## src/rtl/ftdi_tx_arbiter.sv

```systemverilog
`default_nettype none
//------------------------------------------------------------------------------
// Module      : ftdi_tx_arbiter
// Description : Two-channel round-robin scheduler that feeds the transmit
//               byte stream of an FTDI async FIFO interface.
//               Each granted packet goes out as one framed burst:
//                 header {HDR_TAG, 3'b000, channel}, length (len-1), payload.
//               The host demultiplexes the logical channels using the header.
// Ports       :
//   clk_i            - clock
//   rst_i            - asynchronous active-high reset
//   chN_valid_i      - channel N has a payload byte / packet pending
//   chN_data_i[7:0]  - channel N payload byte
//   chN_len_i[7:0]   - channel N payload length minus 1 (sampled at grant)
//   chN_accept_o     - channel N payload byte consumed this cycle
//   outport_valid_o  - byte available to the FTDI transmitter
//   outport_data_o   - byte to the FTDI transmitter
//   outport_accept_i - FTDI transmitter takes the byte (valid & accept)
//   grant_o[1:0]     - one-hot current owner, 0 when idle
//   busy_o           - a frame is in progress
// Revision    : 1.0 - initial release
//------------------------------------------------------------------------------
module ftdi_tx_arbiter #(
    parameter logic [3:0] HDR_TAG = 4'hA
) (
    input  logic       clk_i,
    input  logic       rst_i,

    input  logic       ch0_valid_i,
    input  logic [7:0] ch0_data_i,
    input  logic [7:0] ch0_len_i,
    output logic       ch0_accept_o,

    input  logic       ch1_valid_i,
    input  logic [7:0] ch1_data_i,
    input  logic [7:0] ch1_len_i,
    output logic       ch1_accept_o,

    output logic       outport_valid_o,
    output logic [7:0] outport_data_o,
    input  logic       outport_accept_i,

    output logic [1:0] grant_o,
    output logic       busy_o
);

    typedef enum logic [1:0] {
        ST_IDLE = 2'd0,
        ST_HDR  = 2'd1,
        ST_LEN  = 2'd2,
        ST_DATA = 2'd3
    } state_t;

    state_t     state_q, state_d;
    logic       sel_q,   sel_d;     // owning channel of the current frame
    logic       last_q,  last_d;    // channel granted most recently
    logic [7:0] len_q,   len_d;     // payload length minus 1, latched at grant
    logic [7:0] cnt_q,   cnt_d;     // payload bytes still to send, minus 1

    logic       own_valid;
    logic [7:0] own_data;
    logic       pick;

    assign own_valid = sel_q ? ch1_valid_i : ch0_valid_i;
    assign own_data  = sel_q ? ch1_data_i  : ch0_data_i;

    // On a tie the channel that was not served last wins; otherwise the
    // single requester wins.
    assign pick = (ch0_valid_i && ch1_valid_i) ? ~last_q : ch1_valid_i;

    always_ff @(posedge clk_i or posedge rst_i) begin
        if (rst_i) begin
            state_q <= ST_IDLE;
            sel_q   <= 1'b0;
            last_q  <= 1'b1;            // channel 0 wins the first tie
            len_q   <= 8'h00;
            cnt_q   <= 8'h00;
        end else begin
            state_q <= state_d;
            sel_q   <= sel_d;
            last_q  <= last_d;
            len_q   <= len_d;
            cnt_q   <= cnt_d;
        end
    end

    always_comb begin
        state_d         = state_q;
        sel_d           = sel_q;
        last_d          = last_q;
        len_d           = len_q;
        cnt_d           = cnt_q;
        outport_valid_o = 1'b0;
        outport_data_o  = 8'h00;
        ch0_accept_o    = 1'b0;
        ch1_accept_o    = 1'b0;

        case (state_q)
            ST_IDLE: begin
                if (ch0_valid_i || ch1_valid_i) begin
                    sel_d   = pick;
                    last_d  = pick;
                    len_d   = pick ? ch1_len_i : ch0_len_i;
                    state_d = ST_HDR;
                end
            end

            ST_HDR: begin
                outport_valid_o = 1'b1;
                outport_data_o  = {HDR_TAG, 3'b000, sel_q};
                if (outport_accept_i) begin
                    cnt_d   = len_q;
                    state_d = ST_LEN;
                end
            end

            ST_LEN: begin
                outport_valid_o = 1'b1;
                outport_data_o  = len_q;
                if (outport_accept_i) begin
                    state_d = ST_DATA;
                end
            end

            ST_DATA: begin
                // Payload is a zero-latency pass-through from the owner.
                outport_valid_o = own_valid;
                outport_data_o  = own_data;
                ch0_accept_o    = ~sel_q & outport_accept_i;
                ch1_accept_o    =  sel_q & outport_accept_i;
                if (own_valid && outport_accept_i) begin
                    if (cnt_q == 8'h00) begin
                        state_d = ST_IDLE;
                    end else begin
                        cnt_d = cnt_q - 8'd1;
                    end
                end
            end

            default: begin
                state_d = ST_IDLE;
            end
        endcase
    end

    assign busy_o  = (state_q != ST_IDLE);
    assign grant_o = busy_o ? (sel_q ? 2'b10 : 2'b01) : 2'b00;

endmodule
`default_nettype wire

```

## config.mk

```make
export PLATFORM = sky130hd
export DESIGN_NAME = ftdi_tx_arbiter
export DESIGN_NICKNAME = d
export VERILOG_FILES = /design/src/rtl/ftdi_tx_arbiter.sv
export SDC_FILE = /design/constraint.sdc
export NUM_CORES = 1
export LEC_CHECK = 0
export ABC_AREA = 1
export BUFFER_PORTS_ARGS = -buffer_cell sky130_fd_sc_hd__buf_2
export CELL_PAD_IN_SITES_DETAIL_PLACEMENT = 1
export CELL_PAD_IN_SITES_GLOBAL_PLACEMENT = 1
export CORE_MARGIN = 2
export CORE_UTILIZATION = 38
export DETAILED_ROUTE_END_ITERATION = 7
export PLACE_DENSITY_LB_ADDON = 0.25
export SYNTH_ARGS = -nofsm -noshare
export SYNTH_HDL_FRONTEND = slang
export SYNTH_SLANG_ARGS = --single-unit
export TNS_END_PERCENT = 10
```

## constraint.sdc

```tcl
create_clock -name clk_i -period 3.6 [get_ports clk_i]
set_input_delay 0.36 -clock clk_i [delete_from_list [all_inputs] [get_ports clk_i]]
set_output_delay 0.36 -clock clk_i [all_outputs]
set_load 0.005 [all_outputs]
```

==> run_results.csv, run 1 <==
group,metric,value,unit
synthesis,synth_top_area_cell,"dfrtp_1",
layout,drive_gt1_share,26.5,%
synthesis,synthCells,226,
critical_path,worst-path-max-fanout,26,
cts,ctsRootBufferMaster,"clkbuf_8",
grt,grt_pass1_wl,7530,um
cts,cts_buffers,3,
cts,cts_max_level,1,
floorplan,dieWidth,68.0,um
power,irDropWorstVdd,0.300,mV
sta,final_hold_viol_count,0,
synthesis,syn_area_per_cell,6.89,um2
floorplan,start_util,39.2,%
grt,first_global_vias,1599,
min_path,hold_class,"primary input to async pin",
synthesis,ys.flop_type,"dfrtp_1",
grt,grt_use_total,21.6,%
layout,layout.nets,319,
critical_path,cp_num_buf_inv,4,
cts,postCtsSetupRepairBufs,0,
synthesis,synth.most_common_cell,"nand2_1",
route,drt_wl_total,4500,um
floorplan,coreArea,0.00397,mm2
grt,grt_max_degree,27,
synthesis,yosys-top-cells-count,"nand2_1 (61), inv_1 (30), nand3_1 (24)",
sta,period_share,61.1,%
cts,clockBufferDepth,2,
sta,maxSlewViolCount,0,
layout,syn_to_final_growth,21.3,%
cts,cts_hold_buf,0,
critical_path,required,3.24,ns
place,gp_routability_congestion,0.789,
sta,fin_skew,0.00127,ns
critical_path,cp_slowest_cell,"dfrtp_1",
route,remaining_drc_errors,0,
synthesis,ys_types,27,
floorplan,row_count,23,
floorplan,die_area,0.00463,mm2
sta,fin_crit,2.20,ns
synthesis,synth_edf_count,0,
cts,clkSlewWorstSetupHoldPaths,0.08,ns
sta,fmax,455,MHz
layout,final_cell_area,0.00189,mm2
synthesis,synth_top_area_share,30.5,%
route,viasPerCell,4.93,
layout,final_core_util,47.6,%
critical_path,arrival,1.84,ns
route,ant_nets,0,
cts,cts_resized,0,
synthesis,ys_warn_count,0,
run_status,status,"finished clean",
synthesis,async_reset_ff_share,100,%
route,dr.pass1.iters,4,
critical_path,startpoint_type,"flop",
sta,grt_setup_unrepaired,"false",
sta,worst_pin_slew,0.839,ns
sta,final.setup.worst_slack,1.40,ns
sta,setup_viol_count_final,0,
critical_path,crit_type,"flop to output port",
route,drt-initial-drc-count,67,
cts,clk_latency,0.27,ns
floorplan,die_h,68.0,um
synthesis,synth-seq-cells,20,
floorplan,ioPinCount,51,
synthesis,ys_top_cells_by_area,"dfrtp_1 (31%), nand2_1 (15%), nand3_1 (7.7%)",
layout,diodes,0,
critical_path,crit_chain,"ha_1 -> buf_4 -> inv_2 -> a21oi_1 -> a21oi_1 -> o21ai_0 -> nand2_1 -> inv_1 -> buf_2",
sta,tns,0,ns
grt,overflow,0,
cts,clock-sinks,20,
synthesis,syn_area,0.00156,mm2
synthesis,synth_nets,269,
sta,max-slew-margin-rel,44.0,%
place,dp_slack,1.70,ns
power,p_per_area,848,mW/mm2
route,vias,1603,
job,cap_violations,0,
grt,grt_antenna_before_repair,0,
place,dp_hpwl,3580,um
critical_path,cp_common_cell,"a21oi_1",
cts,cts_tree,"built",
route,wl_per_cell,13.9,um
synthesis,yosysSeqAreaShare,32.2,%
critical_path,end_kind,"output port",
layout,n_fill_cell,560,
place,placed_cell_area,0.00183,mm2
critical_path,critical_path.top_delay_family,"buffers and inverters",
critical_path,slowest_delay,0.46,ns
place,port_buffers,50,
power,cellLeakagePower,0.00103,uW
-- layout make-up --
| cell class | instances | area [um2] | share of cell area [%] |
|---|---|---|---|
| Multi-Input combinational cell | 166 | 882 | 46.7 |
| Sequential cell | 20 | 502 | 26.6 |
| Timing Repair Buffer | 51 | 258 | 13.6 |
| Inverter | 34 | 130 | 6.89 |
| Tap cell | 50 | 62.6 | 3.31 |
| Clock buffer | 4 | 55.1 | 2.91 |
-- layer usage --
layer,vias up,track usage (%),routed length (um)
met5,-,0,0
met4,0,6.00,57
met3,5,3.13,176
met2,42,34.2,2030
met1,731,30.4,2240
li1,825,-,-
-- final timing paths --
| path | from | to | slack (ns) | cells after the start |
|---|---|---|---|---|
| max in group asynchronous | rst_i | len_q[5] | 2.83 | 2 |
| worst max register to register | state_q[1] | len_q[1] | 1.73 | 6 |
| min in group clk_i | ch0_len_i[0] | len_q[0] | 0.33 | 3 |
| worst min-delay path | rst_i | len_q[3] | 0.25 | 2 |
| worst min register to register | cnt_q[1] | cnt_q[1] | 0.49 | 2 |
| worst max-delay path | state_q[1] | outport_data_o[0] | 1.40 | 9 |
-- through the flow --
stage / hold slack, ns / std cells / power [uW]
4_1_cts: 0.269 / 325 / 1620
2_1_floorplan: 0.323 / 226 / 1150
6_report: 0.249 / 325 / 1600
5_1_grt: 0.314 / 325 / 1780
3_3_place_gp: 0.474 / 321 / 1410
3_5_place_dp: 0.480 / 321 / 1430
-- sequential cells by signal, indices dropped and copies added (netlist names) --
register	flops
cnt_q	8
last_q	1
len_q	8
sel_q	1
state_q	2
-- cells in the final DEF, fill, tap and decap left out --
cell      synthesis  routed
nor3_1            2       2
o21ai_0          17      17
inv_1            30      30
o21ai_1           6       6
inv_2             3       3
nand2_1          61      61
nand4_1           1       1
nand3_1          24      24
nand2_2           3       3
nor2_4            2       2
dfstp_2           1       1
inv_4             1       1
xor2_1            1       1
o22ai_1           5       5
a31oi_1           3       3
ha_1              6       6
a21oi_1           5       5
nor3_2            1       1
nand3_2           2       2
buf_4             3       1
dfrtp_1          19      19
clkbuf_8          0       4
nor2_1           19      19
mux2i_1           3       3
buf_2             2      50
a21oi_4           2       2
o22ai_2           3       3
-- cell families after synthesis --
| group | share of synthesized area, % |
|---|---|
| adders and majority gates | 4.82 |
| buffers and inverters | 11.2 |
| xor gates and xnor gates | 0.562 |
| muxes | 1.93 |
| and+or+nand+nor | 32.6 |
| DFF | 32.2 |
| AOI/OAI and AO/OA | 16.7 |
-- where the power goes --
group	total (uW)	switching [uW]	internal, uW	leakage (uW)
clock	181	83.1	97.7	0.0000288
combinational	959	598	360	0.000756
sequential	463	122	342	0.000241
total	1600	803	799	0.00103
Power figures use the tool's default switching activity.
==> inputs of run 2 (changes only) <==
--- a/config.mk
+++ b/config.mk
@@ -10,7 +10,7 @@
 export CELL_PAD_IN_SITES_DETAIL_PLACEMENT = 1
 export CELL_PAD_IN_SITES_GLOBAL_PLACEMENT = 1
 export CORE_MARGIN = 2
-export CORE_UTILIZATION = 38
+export CORE_UTILIZATION = 31
 export DETAILED_ROUTE_END_ITERATION = 7
 export PLACE_DENSITY_LB_ADDON = 0.25
 export SYNTH_ARGS = -nofsm -noshare
==> constraint.sdc (replaced) <==
create_clock -name clk_i -period 2 [get_ports clk_i]
set_input_delay 0.2 -clock clk_i [delete_from_list [all_inputs] [get_ports clk_i]]
set_output_delay 0.2 -clock clk_i [all_outputs]
set_load 0.005 [all_outputs]
==> run 2 against run 1 <==
Effect of this change:
- worst setup slack worse by 1.3 ns
- clock skew up 0.0048 ns
- highest routed layer unchanged
- largest power group unchanged
- first-iteration DRC count down 22%
==> run_results.csv, run 2 (synthesis gave the netlist of run 1 again) <==
group,metric,value,unit
critical_path,r2r-end,"len_q[7]",
layout,largest_registers,"cnt_q: 8 flops, len_q: 8 flops, state_q: 2 flops",
cts,clock-sinks,20,
floorplan,ioPinCount,51,
route,viasPerCell,4.71,
sta,fin_skew,0.00607,ns
sta,max-slew-margin-rel,47.2,%
cts,clockBufferDepth,2,
layout,n_fill_cell,630,
critical_path,crit_start,"sel_q",
grt,first_global_vias,1735,
layout,syn_to_final_growth,24.5,%
sta,fmax,538,MHz
sta,tns,0,ns
critical_path,cp_slowest_cell,"dfrtp_1",
route,drt-initial-drc-count,52,
floorplan,die_area,0.00561,mm2
cts,ctsRootBufferMaster,"clkbuf_8",
place,port_buffers,50,
layout,mostFrequentLayoutCell,"nand2_1",
floorplan,dieWidth,74.9,um
layout,drive_gt1_share,28.4,%
route,vias,1626,
floorplan,coreArea,0.00479,mm2
sta,grt_setup_unrepaired,"false",
route,ant_nets,0,
floorplan,row_count,25,
critical_path,end_kind,"output port",
critical_path,cp_num_buf_inv,3,
cts,clkSlewWorstSetupHoldPaths,0.08,ns
route,wl_per_cell,14.1,um
critical_path,r2r-start,"state_q[0]",
layout,layout.nets,322,
power,p_per_area,1540,mW/mm2
critical_path,reg2reg_depth,6,
grt,grt_max_degree,21,
route,dr.pass1.iters,4,
grt,grt_use_total,19.5,%
critical_path,crit_chain,"buf_4 -> mux2i_1 -> o22ai_1 -> nand2_1 -> inv_1 -> buf_2",
sta,maxSlewViolCount,0,
sta,fin_crit,1.86,ns
place,placed_cell_area,0.00188,mm2
sta,worst_pin_slew,0.790,ns
critical_path,crit_end,"outport_data_o[4]",
layout,diodes,0,
power,cellLeakagePower,0.00104,uW
grt,overflow,0,
floorplan,start_util,32.5,%
critical_path,required,1.80,ns
layout,final_cell_area,0.00194,mm2
route,drt_wl_total,4860,um
cts,cts_max_level,1,
place,dp_slack,0.305,ns
min_path,hold_class,"primary input to async pin",
critical_path,regToRegSetupSlack,0.34,ns
sta,setup_viol_count_final,0,
place,dp_hpwl,3900,um
critical_path,path_depth,6,
route,remaining_drc_errors,0,
cts,clk_latency,0.27,ns
layout,final_core_util,40.5,%
floorplan,die_h,74.9,um
critical_path,worst-path-max-fanout,9,
critical_path,arrival,1.66,ns
job,cap_violations,0,
critical_path,slowest_delay,0.59,ns
cts,postCtsSetupRepairBufs,0,
critical_path,critical_path.top_delay_family,"flip-flops",
sta,final_hold_viol_count,0,
place,gp_routability_congestion,0.784,
sta,period_share,93.0,%
layout,final_cell_mix,"nand2_1 (61), buf_2 (50), inv_1 (30), nand3_1 (24), nor2_1 (19)",
cts,cts_tree,"built",
critical_path,startpoint_type,"flop",
run_status,status,"finished clean",
grt,grt_antenna_before_repair,0,
sta,final.setup.worst_slack,0.141,ns
grt,grt_pass1_wl,8270,um
cts,cts_buffers,3,
power,irDropWorstVdd,0.420,mV
critical_path,crit_type,"flop to output port",
-- run 2: changes by cell type in the layout (fill, tap and decap cells not counted) --
cell	before	now
buf_4	1	4
dfrtp_1	19	18
dfrtp_2	0	1
ha_1	6	4
ha_2	0	2
-- run 2: worst min-delay path by stage --
stage           from  endpoint  cells after the start
2_1_floorplan  rst_i  cnt_q[0]                      1
3_3_place_gp   rst_i  len_q[3]                      2
3_5_place_dp   rst_i  len_q[1]                      2
4_1_cts        rst_i  len_q[1]                      2
6_report       rst_i  len_q[1]                      2
5_1_grt        rst_i  len_q[1]                      2
-- run 2: power breakdown --
part           switching [uW]  internal (uW)
clock network             155            176
logic                    1130            695
registers                 213            617
total                    1500           1490
-- run 2: metrics by stage --
stage                     power, uW  hold slack (ns)  std cells
after floorplan                2080            0.163        226
after global placement         2610            0.387        341
after detailed placement       2660            0.401        341
after CTS                      3010            0.103        345
after global routing           3340            0.140        345
final                          2980           0.0605        345
-- run 2: routing by layer --
metal	vias up	wire length, um	GRT usage, %	share of wire [%]
li1	835	-	-	-
met1	749	2340	25.6	48
met2	38	2300	33.5	47
met3	4	152	2.54	3.1
met4	0	68	5.95	1.4
met5	-	0	0	0
-- run 2: what timing repair did --
action / in CTS / in global routing
gates resized for setup: 0 / 3
hold buffers: 0 / 0
endpoints found under the setup margin: 0 / 7
-- run 2: area by class of cell --
| type | count | area, um2 | share of cell area [%] |
|---|---|---|---|
| Multi-Input combinational cell | 166 | 887 | 45.7 |
| Timing Repair Buffer | 54 | 280 | 14.5 |
| Sequential cell | 20 | 503 | 25.9 |
| Tap cell | 67 | 83.8 | 4.32 |
| Inverter | 34 | 130 | 6.71 |
| Clock buffer | 4 | 55.1 | 2.84 |
==> inputs of run 3 (changes only) <==
--- a/config.mk
+++ b/config.mk
@@ -10,7 +10,7 @@
 export CELL_PAD_IN_SITES_DETAIL_PLACEMENT = 1
 export CELL_PAD_IN_SITES_GLOBAL_PLACEMENT = 1
 export CORE_MARGIN = 2
-export CORE_UTILIZATION = 31
+export CORE_UTILIZATION = 35
 export DETAILED_ROUTE_END_ITERATION = 7
 export PLACE_DENSITY_LB_ADDON = 0.25
 export SYNTH_ARGS = -nofsm -noshare
==> constraint.sdc (replaced) <==
create_clock -name clk_i -period 1.8 [get_ports clk_i]
set_input_delay 0.18 -clock clk_i [delete_from_list [all_inputs] [get_ports clk_i]]
set_output_delay 0.18 -clock clk_i [all_outputs]
set_load 0.005 [all_outputs]
==> run 3 against run 2 <==
Effect of this change:
- highest routed layer unchanged
- combinational power is 18% higher
- critical path depth is 4 higher
- cell count is 2.9% lower
- die area is 11% lower
- total power up 18%
- core utilization increased by 6.2 points
- worst setup slack worse by 0.054 ns
- largest power group unchanged
- worst hold slack improved by 0.087 ns
- non-clock buffer count up 5
==> run_results.csv, run 3 (synthesis gave the netlist of run 1 again) <==
group,metric,value,unit
cts,clk_latency,0.27,ns
floorplan,ioPinCount,51,
place,gp_routability_congestion,0.813,
route,ant_nets,0,
place,dp_slack,0.156,ns
route,drt-initial-drc-count,29,
critical_path,end_kind,"flop",
route,viasPerCell,4.96,
layout,final_core_util,46.7,%
cts,clock-sinks,20,
place,dp_hpwl,3830,um
layout,layout.nets,327,
sta,setup_viol_count_final,0,
sta,fin_skew,0.0143,ns
power,cellLeakagePower,0.00108,uW
place,placed_cell_area,0.00188,mm2
cts,clkSlewWorstSetupHoldPaths,0.09,ns
cts,ctsRootBufferMaster,"clkbuf_8",
route,dr.pass1.iters,4,
sta,grt_setup_unrepaired,"true",
layout,largest_registers,"cnt_q: 8 flops, len_q: 8 flops, state_q: 2 flops",
critical_path,crit_type,"flop to flop",
sta,final.setup.worst_slack,0.0869,ns
sta,maxSlewViolCount,0,
power,p_per_area,1750,mW/mm2
floorplan,start_util,36.0,%
route,wl_per_cell,14.3,um
sta,max-slew-margin-rel,77.0,%
power,irDropWorstVdd,0.607,mV
floorplan,row_count,24,
sta,fin_crit,1.71,ns
critical_path,startpoint_type,"flop",
grt,overflow,0,
critical_path,worst-path-max-fanout,6,
place,port_buffers,50,
sta,period_share,95.2,%
grt,grt_pass1_wl,7760,um
critical_path,required,1.99,ns
floorplan,die_area,0.00500,mm2
cts,cts_max_level,1,
layout,drive_gt1_share,31.1,%
route,vias,1662,
layout,final_cell_area,0.00202,mm2
floorplan,coreArea,0.00432,mm2
cts,clockBufferDepth,2,
sta,final_hold_viol_count,0,
grt,grt_use_total,19.3,%
floorplan,die_h,70.7,um
layout,diodes,0,
route,drt_wl_total,4780,um
grt,first_global_vias,1679,
job,cap_violations,0,
grt,grt_max_degree,26,
critical_path,arrival,1.90,ns
layout,mostFrequentLayoutCell,"nand2_1",
layout,fin_cells,335,
critical_path,regToRegSetupSlack,0.09,ns
run_status,status,"finished clean",
sta,fmax,584,MHz
layout,syn_to_final_growth,29.6,%
place,placed_cells,327,
route,remaining_drc_errors,0,
floorplan,dieWidth,70.7,um
cts,cts_buffers,3,
cts,cts_tree,"built",
sta,worst_pin_slew,0.344,ns
min_path,hold_class,"primary input to flop",
layout,n_fill_cell,588,
grt,grt_antenna_before_repair,0,
power,total_power,3540,uW
layout,final_cell_mix,"nand2_1 (61), buf_2 (50), inv_1 (29), nand3_1 (23), nor2_1 (19)",
==> run 3: worst paths after layout <==
kind	depth (start not counted)	end	start
hold reg to reg	2	last_q	last_q
setup reg to reg	10	state_q[0]	state_q[1]
max in group asynchronous	4	last_q	rst_i
hold / removal	3	len_q[5]	ch0_len_i[5]
setup / recovery	10	state_q[0]	state_q[1]
min in group asynchronous	4	len_q[1]	rst_i
==> run 3: through the flow <==
step / hold slack (ns) / setup TNS, ns
floorplan: 0.143 / 0
finish: 0.148 / 0
global placement: 0.225 / 0
detailed placement: 0.229 / 0
global route: 0.157 / -0.0431
CTS: 0.153 / 0
==> run 3: cell type report <==
class                      instances  area [um2]  share of cell area (%)
clock inverter                     1        30.0                    1.49
tap                               52        65.1                    3.22
timing repair buffer              59         333                    16.5
multi-input combinational        166         915                    45.3
sequential                        20         505                    25.0
inverter                          34         130                    6.44
clock buffer                       3        41.3                    2.04
==> run 3: what timing repair did <==
action,4_1_cts,5_1_grt
hold endpoints to repair,19,0
buffers inserted,0,3
gates resized for setup,3,8
hold buffers,1,0
endpoints found under the setup margin,6,6
==> run 3: power breakdown <==
group          switching, uW  internal [uW]
logic                   1280            862
registers                235            691
clock network            174            297
==> run 3: critical path, cell delays in order, from the launching register on <==
cell and delay, ns:
dfrtp_2 0.45, buf_4 0.17, inv_1 0.08, ha_2 0.22, buf_4 0.15, nand3_1 0.10, o21ai_0 0.11, nor2_1 0.08
nand2_1 0.12, nand2_1 0.07, o21ai_1 0.08
==> run 3: per-layer routing <==
metal / part of all wire (%) / global-route usage (%) / vias up
li1: - / - / 845
met5: 0 / 0 / -
met2: 50 / 34.7 / 31
met1: 47 / 25.0 / 781
met4: 0.65 / 3.56 / 0
met3: 2.7 / 2.28 / 5
